$ cat src/rtl/fetch_unit.sv
// Instruction-fetch stage: fetch PC, req/gnt/rvalid imem port, 2-entry prefetch FIFO, IF/ID register.
// Optional FETCH_BYPASS_EN loads a response straight into IF/ID when the FIFO is empty.
module fetch_unit #(
  parameter logic [31:0] RESET_PC = 32'h0000_0000
) (
  input  logic        clk,
  input  logic        rstn,
  input  logic        stallf,
  input  logic        stalld,
  input  logic        flushd,
  input  logic        pcsrce,
  input  logic [31:0] pctargete,
  output logic        imemreq,
  output logic [31:0] imemaddr,
  input  logic        imemgnt,
  input  logic        imemrvalid,
  input  logic [31:0] imemrdata,
  output logic [31:0] instrd,
  output logic [31:0] pcd,
  output logic [31:0] pcplus4d,
  output logic        validd
);

  localparam logic [31:0] NopInstr = 32'h0000_0013;

  logic [31:0] r_pcf;
  logic [2:0]  r_out;
  logic [2:0]  r_kill;
  logic [31:0] r_tag [3];
  logic [1:0]  r_tag_wr;
  logic [1:0]  r_tag_rd;
  logic [31:0] r_fifo_pc [2];
  logic [31:0] r_fifo_instr [2];
  logic        r_fifo_wr;
  logic        r_fifo_rd;
  logic [1:0]  r_cnt;
  logic [31:0] r_instrd;
  logic [31:0] r_pcd;
  logic [31:0] r_pcplus4d;
  logic        r_validd;

  logic [2:0]  w_live;
  logic [3:0]  w_credit;
  logic        w_grant;
  logic        w_rsp;
  logic        w_rsp_keep;
  logic        w_pop;
  logic        w_bypass;
  logic        w_push;
  logic [2:0]  w_out_next;
  logic [31:0] w_rsp_pc;

  function automatic logic [1:0] tag_inc(input logic [1:0] p);
    return (p == 2'd2) ? 2'd0 : p + 2'd1;
  endfunction

  // Credit counts only live (non-killed) requests plus words already buffered.
  assign w_live     = r_out - r_kill;
  assign w_credit   = {1'b0, w_live} + {2'b00, r_cnt};
  assign imemreq    = rstn && !stallf && !pcsrce && (w_credit < 4'd2) && (r_out < 3'd3);
  assign imemaddr   = r_pcf;
  assign w_grant    = imemreq && imemgnt;
  assign w_rsp      = imemrvalid && (r_out != 3'd0);
  assign w_rsp_keep = w_rsp && (r_kill == 3'd0) && !pcsrce;
  assign w_pop      = !stalld && !flushd && (r_cnt != 2'd0);
`ifdef FETCH_BYPASS_EN
  assign w_bypass   = w_rsp_keep && (r_cnt == 2'd0) && !stalld && !flushd;
`else
  assign w_bypass   = 1'b0;
`endif
  assign w_push     = w_rsp_keep && !w_bypass;
  assign w_out_next = r_out + {2'b00, w_grant} - {2'b00, w_rsp};
  assign w_rsp_pc   = r_tag[r_tag_rd];

  always_ff @(posedge clk or negedge rstn) begin
    if (!rstn) begin
      r_pcf      <= RESET_PC;
      r_out      <= 3'd0;
      r_kill     <= 3'd0;
      r_tag_wr   <= 2'd0;
      r_tag_rd   <= 2'd0;
      r_fifo_wr  <= 1'b0;
      r_fifo_rd  <= 1'b0;
      r_cnt      <= 2'd0;
      r_validd   <= 1'b0;
      r_instrd   <= NopInstr;
      r_pcd      <= 32'd0;
      r_pcplus4d <= 32'd0;
    end else begin
      r_out <= w_out_next;
      if (w_grant) r_tag_wr <= tag_inc(r_tag_wr);
      if (w_rsp)   r_tag_rd <= tag_inc(r_tag_rd);
      if (pcsrce) begin
        // Everything still outstanding after this edge belongs to the wrong path.
        r_pcf     <= pctargete;
        r_kill    <= w_out_next;
        r_cnt     <= 2'd0;
        r_fifo_wr <= 1'b0;
        r_fifo_rd <= 1'b0;
      end else begin
        if (w_grant) r_pcf <= r_pcf + 32'd4;
        if (w_rsp && (r_kill != 3'd0)) r_kill <= r_kill - 3'd1;
        r_cnt <= r_cnt + {1'b0, w_push} - {1'b0, w_pop};
        if (w_push) r_fifo_wr <= ~r_fifo_wr;
        if (w_pop)  r_fifo_rd <= ~r_fifo_rd;
      end
      if (flushd) begin
        r_validd <= 1'b0;
        r_instrd <= NopInstr;
      end else if (!stalld) begin
        if (r_cnt != 2'd0) begin
          r_validd   <= 1'b1;
          r_instrd   <= r_fifo_instr[r_fifo_rd];
          r_pcd      <= r_fifo_pc[r_fifo_rd];
          r_pcplus4d <= r_fifo_pc[r_fifo_rd] + 32'd4;
        end else if (w_bypass) begin
          r_validd   <= 1'b1;
          r_instrd   <= imemrdata;
          r_pcd      <= w_rsp_pc;
          r_pcplus4d <= w_rsp_pc + 32'd4;
        end else begin
          r_validd <= 1'b0;
          r_instrd <= NopInstr;
        end
      end
    end
  end

  always_ff @(posedge clk) begin
    if (w_grant) r_tag[r_tag_wr] <= r_pcf;
    if (w_push) begin
      r_fifo_pc[r_fifo_wr]    <= w_rsp_pc;
      r_fifo_instr[r_fifo_wr] <= imemrdata;
    end
  end

  assign instrd   = r_instrd;
  assign pcd      = r_pcd;
  assign pcplus4d = r_pcplus4d;
  assign validd   = r_validd;

endmodule

$ cat config.mk
export PLATFORM = sky130hd
export DESIGN_NAME = fetch_unit
export DESIGN_NICKNAME = d
export VERILOG_FILES = /design/src/rtl/fetch_unit.sv
export SDC_FILE = /design/constraint.sdc
export NUM_CORES = 1
export LEC_CHECK = 0
export ABC_CLOCK_PERIOD_IN_PS = 13850
export BUFFER_PORTS_ARGS = -buffer_cell sky130_fd_sc_hd__buf_2
export CAP_MARGIN = 10
export CORE_MARGIN = 2
export CORE_UTILIZATION = 50
export CTS_CLUSTER_DIAMETER = 50
export DETAILED_ROUTE_END_ITERATION = 6
export GPL_ROUTABILITY_DRIVEN = 0
export GPL_TIMING_DRIVEN = 0
export HOLD_SLACK_MARGIN = 0.08
export PLACE_DENSITY = 0.71
export SETUP_SLACK_MARGIN = 0.1
export SYNTH_ARGS = -nofsm -noshare
export SYNTH_HDL_FRONTEND = slang
export SYNTH_SLANG_ARGS = --single-unit
$ cat constraint.sdc
create_clock -name clk -period 13.85 [get_ports clk]
set_input_delay 2.77 -clock clk [delete_from_list [all_inputs] [get_ports clk]]
set_output_delay 2.77 -clock clk [all_outputs]
set_load 0.05 [all_outputs]
Word level (Yosys, flattened, before mapping)
Memory sizes are Yosys's and may differ from the RTL's.
Index checks and enable logic that the tools add are counted.
{ "classes": {"addsub": 11, "n_lt_le_gt_ge": 2, "eq_ne": 3, "muxes": 21, "n_bitwise": 4, "reduce_logical": 24} }
{ "ops": {"columns": ["cell", "count"], "rows": [
  ["$mux 32", 5],
  ["$add 32x3->32 const B", 2],
  ["$logic_and 1x1->1", 11],
  ["$mux 1", 11],
  ["$reduce_bool 2->1", 5],
  ["$mux 2", 3],
  ["$mux 3", 2],
  ["$reduce_bool 3->1", 2],
  ["$add 2x1->2 const B", 2],
  ["$add 3x2->4", 1],
  ["$eq 2x2->1 const B", 2],
  ["$logic_not 1->1", 4],
  ["$lt 4x2->1 const B", 1],
  ["$not 1->1", 4],
  ["$add 3x1->3", 1],
  ["$logic_not 3->1", 1],
  ["$lt 3x2->1 const B", 1],
  ["$reduce_and 3->1", 1],
  ["$sub 3x1->3", 1],
  ["$sub 3x1->3 const B", 1],
  ["$sub 3x3->3", 1],
  ["$add 2x1->2", 1],
  ["$ne 2x1->1 const B", 1],
  ["$sub 2x1->2", 1]
]} }
{ "word_totals": {"reg_bits": 143, "ram_bits": 224, "inputBits": 72, "out_inout_bits": 130, "elab_cells": 80, "mem_count": 3} }
{ "mem_list": {"columns": ["name", "depth", "word_bits", "rd", "rd_ports_with_merged_regs", "wr", "line_no", "source"], "rows": [
  ["r_tag", 3, 32, 1, 0, 1, "29", "logic [31:0] r_tag [3];"],
  ["r_fifo_instr", 2, 32, 1, 0, 1, "33", "logic [31:0] r_fifo_instr [2];"],
  ["r_fifo_pc", 2, 32, 1, 0, 1, "32", "logic [31:0] r_fifo_pc [2];"]
]} }

Logic depth before layout (Yosys ltp)
Gate-level depths: netlist of the first run.
{ "logic_depth": {"depth_word": 9, "ltp_mapped": 18, "depth_no_buf": 17} }

Least setup slack after synthesis of the first run
No wires, ideal clock.
{ "synth_timing": {"kind": "input to output", "from": "in pcsrce", "to": "out imemreq", "arrival_time_ps": 4713, "t_required_ps": 11080, "path_slack_ps": 6367, "path_stages": 4, "n_path_buf": 1, "path_cell_list": "clkbuf_1 -> nor4b_1 -> and2_0 -> a21boi_0"} }
{ "synth_via": {"elab_chain_cells": 4} }
{ "synth_lines": {"columns": ["item", "line_no", "source"], "rows": [
  ["from (decl)", "11", "input logic pcsrce,"],
  ["$logic_not 1->1", "60", "assign imemreq = rstn && !stallf && !pcsrce && (w_credit < 4'd2) && (r_out < 3'd3);"],
  ["$logic_and 1x1->1 (3 in a row)", "60", null],
  ["to (decl)", "13", "output logic imemreq,"]
]} }
No other way between the ends.

Final worst setup path of the first run
{ "layout_timing": {"from": "in rstn", "to": "out imemreq"} }
{ "layout_via": {"elab_chain_cells": 4} }
{ "layout_lines": {"columns": ["item", "line_no", "source"], "rows": [
  ["from (decl)", "7", "input logic rstn,"],
  ["$logic_and 1x1->1 (4 in a row)", "60", null]
]} }
No other way between the ends.

==> impl_metrics.py, run 1 <==
metrics = {
    "final_layout": {
        "fin_cells": 1820,
        "layout.nets": 1484,
        "antenna_cells": 0,
        "fin_area_mm2": 0.0182,
        "area_delta_synth_final_pct": 20.0,
        "mostFrequentLayoutCell": "edfxtp_1",
        "drive_above_1_share_pct": 22.5,
        "finish.utilization_pct": 61.1,
        "layout_common_cells": "edfxtp_1 (224), buf_2 (210), nand2_1 (174)",
    },
    "setup_path": {
        "cp-endpoint": "imemreq",
        "timing.rr.end": "r_tag[1][7]$_DFFE_PP_",
        "crit_family": "buffers and inverters",
        "cp.depth": 5,
        "cp_slowest_cell": "buf_6",
        "crit_path_cell_trace": "buf_6, nor4b_1, and2_0, a21boi_0, buf_2",
        "r2r_start": "r_out[0]$_DFF_PN0_",
        "path_buf_inv": 2,
        "crit_fanout": 82,
        "start_kind": "primary input",
        "required_ns": 11.08,
        "crit_path_end_kind": "output pin",
        "crit_path_max_incr_delay_ns": 0.55,
        "crit_start": "rstn",
        "rrSetupSlack_ns": 9.31,
        "crit_type": "in2out",
        "cp.arrival_ns": 4.66,
        "r2r_cells": 14,
    },
    "die": {
        "die_y_um": 178,
        "dieArea_mm2": 0.0317,
        "core_mm2": 0.0297,
        "io_pins": 202,
        "die_w_um": 178,
        "start_util_pct": 50.9,
        "rows": 63,
    },
    "routing": {
        "wirelength_mm": 34.2,
        "via_per_inst": 5.53,
        "postRouteAntennaNets": 0,
        "drt-wirelength-per-cell_um": 18.8,
        "first_iter_violations": 825,
        "firstDrtPassIters": 5,
        "vias": 10100,
        "drc_errors": 0,
    },
    "logic_synthesis": {
        "netlist-cell-type-count": 67,
        "avgSynthCellArea_um2": 13.2,
        "ys_top_cells_by_area": "edfxtp_1 (44%), dfrtp_1 (23%), mux2i_1 (6.3%), nand2_1 (4.3%), o21ai_0 (3.8%)",
        "synth-edff-count": 224,
        "synth_top_area_share_pct": 44.4,
        "ys.warnings.count": 0,
        "ys.flop_type": "edfxtp_1",
        "yosysSeqAreaShare_pct": 67.8,
        "synthArstFlopShare_pct": 38.6,
        "synth_area_mm2": 0.0151,
        "synth_largest_area_cell": "edfxtp_1",
        "netlist_instances": 1144,
        "synth_seq_cells": 365,
        "syn_nets": 1230,
    },
    "clocking": {
        "cts_made_buffers": 40,
        "tritoncts": "yes",
        "path_clk_slew_ns": 0.06,
        "root_buffer": "clkbuf_16",
        "postCtsHoldBufs": 0,
        "insertion_delay_ns": 0.53,
        "h-tree-depth": 2,
        "cts.repair.resized": 0,
        "post_cts_buffers": 0,
        "clkSinkCount": 365,
        "clock_tree.buffer_depth": 3,
    },
    "power_and_ir_drop": {
        "pwr-share-comb_pct": 27.5,
        "p_int_uw": 2210,
        "p_switching_uw": 1200,
        "pwr-share-clk_pct": 30.8,
        "switching_share_pct": 35.2,
        "vdd_ir_drop_max_uv": 90.6,
        "p_per_area_mw_per_mm2": 188,
        "seqPwrFrac_pct": 41.8,
        "leakagePower_uw": 0.00727,
    },
    "global_routing": {
        "overflow": 0,
        "grt_first_pass_wirelength_mm": 53.3,
        "antenna_found_initial": 0,
        "grt_pass1_vias": 10100,
        "grt_max_degree": 83,
        "track_usage_pct": 21.7,
    },
    "place": {
        "place_area_mm2": 0.0168,
        "dpl.hpwl_mm": 24.2,
        "post-place-cells": 1746,
        "portBuffers": 200,
    },
    "timing": {
        "min_period_ns": 7.43,
        "slew_headroom_pct": 29.1,
        "tightest_slew_ns": 1.06,
        "setup_tns_ns": 0,
        "finalMaxSlewViolations": 0,
        "finalClockSkew_ns": 0.0224,
        "max_freq_mhz": 135,
        "finalCritPeriodShare_pct": 53.6,
        "setup_violations": 0,
        "hold_viol": 0,
        "rsz0062_at_grt": "no",
    },
    "hold_path": {
        "hold_path_class": "reg2reg",
    },
    "run": {
        "drv_cap": 0,
    },
    "run_status": {
        "status": "finished clean",
    },
}
-- synthesized netlist by cell type (12+ instances only) --
cell	count
dfrtp_1	138
nand2_1	174
o21ai_0	115
o31ai_1	16
clkbuf_1	40
xnor2_1	21
inv_1	20
nand4_1	14
nor3_1	12
a21o_1	13
mux2_2	20
mux2i_1	96
nand3_1	28
edfxtp_1	224
nor2_1	31
-- worst min-delay path, stage by stage, from the launching register on --
cell	delay (ns)
dfrtp_1	0.33
nand2_1	0.05
nand2_1	0.05
-- state kept, by name (all words and copies together) (netlist names), 2 cells and up --
register,flops
r_fifo_pc,64
r_cnt,2
pcplus4d,30
r_tag_wr,2
imemaddr,32
r_out,3
r_fifo_instr,64
r_tag_rd,2
r_kill,3
pcd,32
r_tag,96
instrd,32
-- cell families (layout without fill, tap and decap cells) --
kind of cell	count (synthesis)	count (layout)	synth area share, %
fa+ha+maj	14	14	1.31
mux	116	116	7.83
compound gates	211	211	8.79
simple gates	328	328	10.4
buf+inv	80	366	2.21
flops	365	365	67.8
xor+xnor	30	30	1.74
-- metal layers --
| layer | up-vias | global-route usage [%] | share of wire [%] |
|---|---|---|---|
| met5 | - | 0 | 0 |
| met4 | 0 | 6.93 | 2.5 |
| met3 | 62 | 3.54 | 7.1 |
| met2 | 373 | 35.3 | 46 |
| met1 | 4900 | 30.0 | 44 |
| li1 | 4738 | - | - |
-- metrics by stage --
stage | worst slack (ns) | hold WS [ns] | total power [µW]
3_5_place_dp | 6.40 | 0.460 | 2380
3_3_place_gp | 2.43 | 0.454 | 2350
4_1_cts | 6.39 | 0.475 | 3430
2_1_floorplan | 6.37 | 0.488 | 2100
5_1_grt | 6.08 | 0.503 | 3560
6_report | 6.42 | 0.471 | 3410
-- power by group through the flow --
stage	registers, µW	clock network, µW	logic, µW
3_3_place_gp	1440	0	914
4_1_cts	1420	1070	941
5_1_grt	1440	1110	1010
3_5_place_dp	1440	0	937
6_report	1420	1050	936
2_1_floorplan	1750	0	351
-- cell type report --
type / instances / area (µm²)
plain buffers: 58 / 253
clock buffers: 57 / 1170
inverters: 22 / 82.6
repair buffers: 212 / 1170
flip-flops and latches: 365 / 10300
clock inverters: 17 / 171
multi-input cells: 699 / 4570
fillers: 2350 / 11500
well taps: 390 / 488
-- worst min path at each step --
stage | from | to | slack, ns | cells past startpoint
global placement | validd$_DFFE_PN0P_ | validd$_DFFE_PN0P_ | 0.45 | 2
finish | validd$_DFFE_PN0P_ | validd$_DFFE_PN0P_ | 0.47 | 2
floorplan | r_tag_wr[1]$_DFFE_PN0P_ | r_tag_wr[1]$_DFFE_PN0P_ | 0.49 | 1
global route | instrd[24]$_DFFE_PN0P_ | instrd[24]$_DFFE_PN0P_ | 0.50 | 2
CTS | validd$_DFFE_PN0P_ | validd$_DFFE_PN0P_ | 0.47 | 2
detailed placement | validd$_DFFE_PN0P_ | validd$_DFFE_PN0P_ | 0.46 | 2
Power figures use the tool's default switching activity.
==> run 2: changes to the inputs <==
- ABC_CLOCK_PERIOD_IN_PS: 13850 -> 6300
- PLACE_DENSITY: 0.71 -> 0.73
- clock period: 13.85 -> 6.3 ns (I/O delays scaled with it)
==> run 2 against run 1 <==
Sequential share of layout area is 0.19 points higher. Worst setup slack worse by 4.6 ns. Core utilization is 0.20 points lower. Die area stayed put. Non-clock buffer count stayed put. Largest cell class unchanged. Largest power group unchanged.
==> impl_metrics.py, run 2 (synthesis results as in run 1) <==
metrics = {
    "setup_path": {
        "cp_slowest_cell": "fa_1",
        "crit_top_cell": "inv_1",
        "path_buf_inv": 6,
        "r2r_start": "r_out[0]$_DFF_PN0_",
        "crit_path_cell_trace": "inv_1, ha_1, inv_1, fa_1, fa_1, a21oi_1, nand3_1, a21oi_2, inv_2, clkbuf_1, ha_1, inv_1, ha_1, inv_1, fa_1, xnor2_1, nand2_1, o21ai_0",
        "crit_path_end_kind": "flip-flop",
        "crit_family": "adder cells",
        "crit_path_max_incr_delay_ns": 0.50,
        "r2r_cells": 18,
        "crit_type": "reg2reg",
        "timing.rr.end": "r_kill[2]$_DFFE_PN0P_",
        "cp.arrival_ns": 4.85,
        "required_ns": 6.67,
        "crit_fanout": 10,
        "rrSetupSlack_ns": 1.81,
        "start_kind": "flip-flop",
    },
    "global_routing": {
        "grt_max_degree": 79,
        "overflow": 0,
        "grt_pass1_vias": 9872,
        "grt_first_pass_wirelength_mm": 53.3,
        "antenna_found_initial": 0,
        "track_usage_pct": 21.8,
    },
    "final_layout": {
        "antenna_cells": 0,
        "multi_input_area_mm2": 0.00457,
        "fin_area_mm2": 0.0181,
        "area_delta_synth_final_pct": 19.6,
        "top_register": "r_tag",
        "drive_above_1_share_pct": 22.2,
        "area.sequential_mm2": 0.0103,
        "reg_top3": "r_tag x96, r_fifo_instr x64, r_fifo_pc x64",
        "layout_common_cells": "edfxtp_1 (224), buf_2 (209), nand2_1 (174)",
        "largest_reg_flops": 96,
        "mostFrequentLayoutCell": "edfxtp_1",
        "layout.nets": 1483,
        "n_fill_cell": 2290,
    },
    "power_and_ir_drop": {
        "p_int_uw": 4860,
        "p_per_area_mw_per_mm2": 412,
        "pwr-share-comb_pct": 27.5,
        "pwr-share-clk_pct": 30.5,
        "vdd_ir_drop_max_uv": 225,
        "power.total_uw": 7460,
        "leakagePower_uw": 0.00726,
        "p_switching_uw": 2610,
        "switching_share_pct": 34.9,
        "seqPwrFrac_pct": 42.0,
    },
    "routing": {
        "via_per_inst": 5.53,
        "drt-wirelength-per-cell_um": 18.7,
        "postRouteAntennaNets": 0,
        "firstDrtPassIters": 5,
        "first_iter_violations": 714,
        "vias": 10000,
        "drc_errors": 0,
        "wirelength_mm": 33.9,
    },
    "clocking": {
        "postCtsHoldBufs": 0,
        "post_cts_buffers": 0,
        "tritoncts": "yes",
        "cts_made_buffers": 39,
        "insertion_delay_ns": 0.52,
        "h-tree-depth": 2,
        "path_clk_slew_ns": 0.06,
        "clock_tree.buffer_depth": 3,
        "root_buffer": "clkbuf_16",
        "clkSinkCount": 365,
        "cts.repair.resized": 0,
    },
    "timing": {
        "setup_violations": 0,
        "tightest_slew_ns": 1.03,
        "min_period_ns": 4.49,
        "finalMaxSlewViolations": 0,
        "finalClockSkew_ns": 0.0186,
        "rsz0062_at_grt": "no",
        "hold_viol": 0,
        "max_freq_mhz": 223,
        "fin_ws_ns": 1.81,
        "finalCritPeriodShare_pct": 71.2,
        "slew_headroom_pct": 31.1,
    },
    "hold_path": {
        "hold_path_class": "reg2reg",
        "holdCritStartpoint": "validd$_DFFE_PN0P_",
        "holdPathStages": 2,
        "min_delay_worst_endpoint": "validd$_DFFE_PN0P_",
    },
    "die": {
        "core_mm2": 0.0297,
        "start_util_pct": 50.9,
        "die_y_um": 178,
        "io_pins": 202,
        "rows": 63,
        "dieArea_mm2": 0.0317,
        "die_w_um": 178,
    },
    "run_status": {
        "status": "finished clean",
    },
    "place": {
        "place_area_mm2": 0.0168,
        "portBuffers": 200,
        "dpl.hpwl_mm": 24.0,
        "pre_cts_slack_ns": 1.43,
    },
    "run": {
        "drv_cap": 0,
    },
}
run 2: cell count changes in the layout (fill, tap and decap cells not counted), moves of 2 or more:
cell and change:
clkinvlp_4 -4, clkinv_8 -2, clkinv_1 +4, clkbuf_1 -2, clkbuf_8 -6, clkinv_2 +3
clkbuf_16 -3, bufinv_16 +4
run 2: routing by layer:
layer,vias to the layer above,track usage [%],part of all wire (%)
met5,-,0,0
met4,0,6.86,2.5
met3,63,3.90,7.5
met2,364,35.1,46
met1,4862,30.3,44
li1,4753,-,-
run 2: metrics by stage:
step	util [%]	cells	setup TNS (ns)	hold WS (ns)
after detailed placement	56.6	1745	0	0.460
after floorplan	-	1144	0	0.488
final	60.9	1816	0	0.470
after global routing	60.9	1816	0	0.491
after global placement	56.0	1734	-392.13	0.455
after CTS	60.9	1815	0	0.475
run 2: worst max path at each step:
stage	endpoint	startpoint	slack, ns	cells past startpoint
2_1_floorplan	r_tag[1][0]$_DFFE_PP_	pcsrce	0.77	7
3_3_place_gp	r_tag[1][30]$_DFFE_PP_	rstn	-3.50	7
3_5_place_dp	r_tag[2][26]$_DFFE_PP_	rstn	1.43	8
4_1_cts	r_tag[2][21]$_DFFE_PP_	r_out[0]$_DFF_PN0_	1.82	12
5_1_grt	r_kill[2]$_DFFE_PN0P_	r_out[0]$_DFF_PN0_	1.46	18
6_report	r_kill[2]$_DFFE_PN0P_	r_out[0]$_DFF_PN0_	1.81	18
run 2: cell type report:
class                      instances  share of cell area [%]
timing repair buffer             212                    6.48
tap                              390                    2.69
sequential                       365                    56.7
buffer                            58                    1.40
clock inverter                    24                    1.53
inverter                          22                   0.456
multi-input combinational        699                    25.3
clock buffer                      46                    5.53
run 2: worst min-delay path: cells and delay by family (launching register included):
| family | cells | cell delay, ns |
|---|---|---|
| DFF | 1 | 0.34 |
| and+or+nand+nor | 2 | 0.10 |
run 2: power by group through the flow:
stage	Combinational, µW	Sequential (µW)	Clock (µW)
global route	2220	3170	2420
finish	2050	3130	2280
floorplan	771	3850	0
global placement	2000	3170	0
detailed placement	2050	3180	0
CTS	2060	3130	2320
==> run 3: changes to the inputs <==
- ABC_CLOCK_PERIOD_IN_PS: 6300 -> 4100
- clock period: 6.3 -> 4.1 ns (I/O delays scaled with it)
==> run 3 against run 2 <==
Cell count grew 0.28%. Worst setup slack lost 1.6 ns. Register-to-register slack lost 1.6 ns. Combinational power grew 59%. Critical path type is now reg2out. Total power grew 57%. Clock power grew 60%.
==> impl_metrics.py, run 3 (synthesis results as in run 1) <==
metrics = {
    "die": {
        "dieArea_mm2": 0.0317,
        "core_mm2": 0.0297,
        "rows": 63,
        "die_w_um": 178,
        "die_y_um": 178,
        "start_util_pct": 50.9,
        "io_pins": 202,
    },
    "timing": {
        "finalMaxSlewViolations": 0,
        "slew_headroom_pct": 30.3,
        "finalClockSkew_ns": 0.0179,
        "holdWs_ns": 0.331,
        "min_period_ns": 3.92,
        "finalCritPeriodShare_pct": 95.7,
        "rsz0062_at_grt": "no",
        "max_freq_mhz": 255,
        "setup_violations": 0,
        "tightest_slew_ns": 1.05,
        "hold_viol": 0,
        "fin_ws_ns": 0.176,
    },
    "setup_path": {
        "start_kind": "flip-flop",
        "crit_path_cell_trace": "inv_1, ha_1, inv_1, fa_1, fa_1, a21oi_2, and2_1, a21boi_0, clkbuf_4",
        "crit_path_end_kind": "output pin",
        "cp.arrival_ns": 3.10,
        "cp_slowest_cell": "fa_1",
        "crit_type": "reg2out",
        "crit_fanout": 6,
        "required_ns": 3.28,
        "crit_path_max_incr_delay_ns": 0.54,
    },
    "final_layout": {
        "finish.utilization_pct": 61.6,
        "reg_top3": "r_tag x96, r_fifo_instr x64, r_fifo_pc x64",
        "layout.nets": 1486,
        "fin_cells": 1821,
        "antenna_cells": 0,
        "layout_common_cells": "edfxtp_1 (224), buf_2 (209), nand2_1 (174)",
        "top_register": "r_tag",
        "mostFrequentLayoutCell": "edfxtp_1",
        "area_delta_synth_final_pct": 20.8,
        "fin_area_mm2": 0.0183,
        "drive_above_1_share_pct": 23.0,
        "largest_reg_flops": 96,
        "n_fill_cell": 2278,
    },
    "clocking": {
        "insertion_delay_ns": 0.52,
        "tritoncts": "yes",
        "clock_tree.buffer_depth": 3,
        "h-tree-depth": 2,
        "cts_made_buffers": 39,
        "postCtsHoldBufs": 0,
        "path_clk_slew_ns": 0.06,
        "root_buffer": "clkbuf_16",
        "clkSinkCount": 365,
    },
    "routing": {
        "drc_errors": 0,
        "vias": 10300,
        "first_iter_violations": 690,
        "drt-wirelength-per-cell_um": 19.2,
        "postRouteAntennaNets": 0,
        "via_per_inst": 5.65,
        "wirelength_mm": 35.0,
        "firstDrtPassIters": 6,
    },
    "global_routing": {
        "grt_pass1_vias": 10200,
        "grt.busiest_layer": "met2",
        "grt_first_pass_wirelength_mm": 54.8,
        "grt_max_degree": 73,
        "track_usage_pct": 22.3,
        "grtUsageMet1_pct": 30.9,
        "antenna_found_initial": 0,
        "overflow": 0,
        "grt_use_met2_pct": 35.4,
        "grt_use_met3_pct": 3.99,
    },
    "place": {
        "dpl.hpwl_mm": 24.3,
        "place_area_mm2": 0.0168,
        "portBuffers": 200,
        "post-place-cells": 1742,
        "pre_cts_slack_ns": -0.405,
    },
    "power_and_ir_drop": {
        "vdd_ir_drop_max_uv": 364,
        "leakagePower_uw": 0.00734,
        "p_per_area_mw_per_mm2": 641,
    },
    "run": {
        "drv_cap": 0,
    },
    "run_status": {
        "status": "finished clean",
    },
    "hold_path": {
        "hold_path_class": "in2async",
    },
}
run 3: cell types whose count changed in the layout (fill, tap and decap cells not counted), sizes merged:
cell      delta
clkinv       -5
clkinvlp     +2
clkbuf       +5
buf          +4
bufinv       -1
run 3: layout make-up:
| cell class | count | area (µm²) | area share, % |
|---|---|---|---|
| flip-flops and latches | 365 | 10300 | 56.1 |
| repair buffers | 215 | 1220 | 6.67 |
| inverters | 22 | 82.6 | 0.451 |
| well taps | 390 | 488 | 2.67 |
| clock inverters | 20 | 250 | 1.37 |
| multi-input cells | 699 | 4620 | 25.2 |
| plain buffers | 58 | 260 | 1.42 |
| clock buffers | 52 | 1120 | 6.11 |
run 3: worst paths after layout:
kind,start,to,slack [ns],depth (start not counted)
max,r_out[0]$_DFF_PN0_,imemreq,0.18,9
min,rstn,instrd[20]$_DFFE_PN0P_,0.33,1
max reg2reg,r_out[0]$_DFF_PN0_,r_kill[2]$_DFFE_PN0P_,0.23,18
min reg2reg,instrd[30]$_DFFE_PN0P_,instrd[30]$_DFFE_PN0P_,0.48,2
max in group asynchronous,rstn,pcd[28]$_DFFE_PN0P_,2.95,2
min in group clk,instrd[30]$_DFFE_PN0P_,instrd[30]$_DFFE_PN0P_,0.48,2
run 3: per-stage QoR:
| stage | power, µW | setup TNS [ns] |
|---|---|---|
| floorplan | 7110 | 0 |
| global placement | 7950 | -421.70 |
| detailed placement | 8060 | -18.62 |
| CTS | 11700 | 0 |
| global route | 12200 | 0 |
| finish | 11700 | 0 |
run 3: what timing repair did:
action                                 4_1_cts  5_1_grt
endpoints found under the hold margin        0        0
resized for setup                            4        7
setup endpoints to repair                   97       35
pin swaps                                    1        1
buffers inserted                             4        3
run 3: routing by layer:
layer	wire, µm	share of wire [%]
met1	15200	44
met2	16000	46
met3	2690	7.7
met4	1080	3.1
met5	0	0
run 3: worst max-delay path: cells and delay by family, from the launching register on:
kind | cells | cell delay, ns
AO/OA/AOI/OAI | 2 | 0.38
adder cells (fa/ha/maj) | 3 | 1.13
buffers and inverters | 3 | 0.39
flip-flops | 1 | 0.41
AND/OR/NAND/NOR | 1 | 0.27
run 3: where the power goes:
group / leakage (µW) / total, µW / switching [µW] / internal, µW
Combinational: 0.00284 / 3250 / 2360 / 884
Sequential: 0.00383 / 4820 / 328 / 4490
Clock: 0.000668 / 3650 / 1410 / 2240
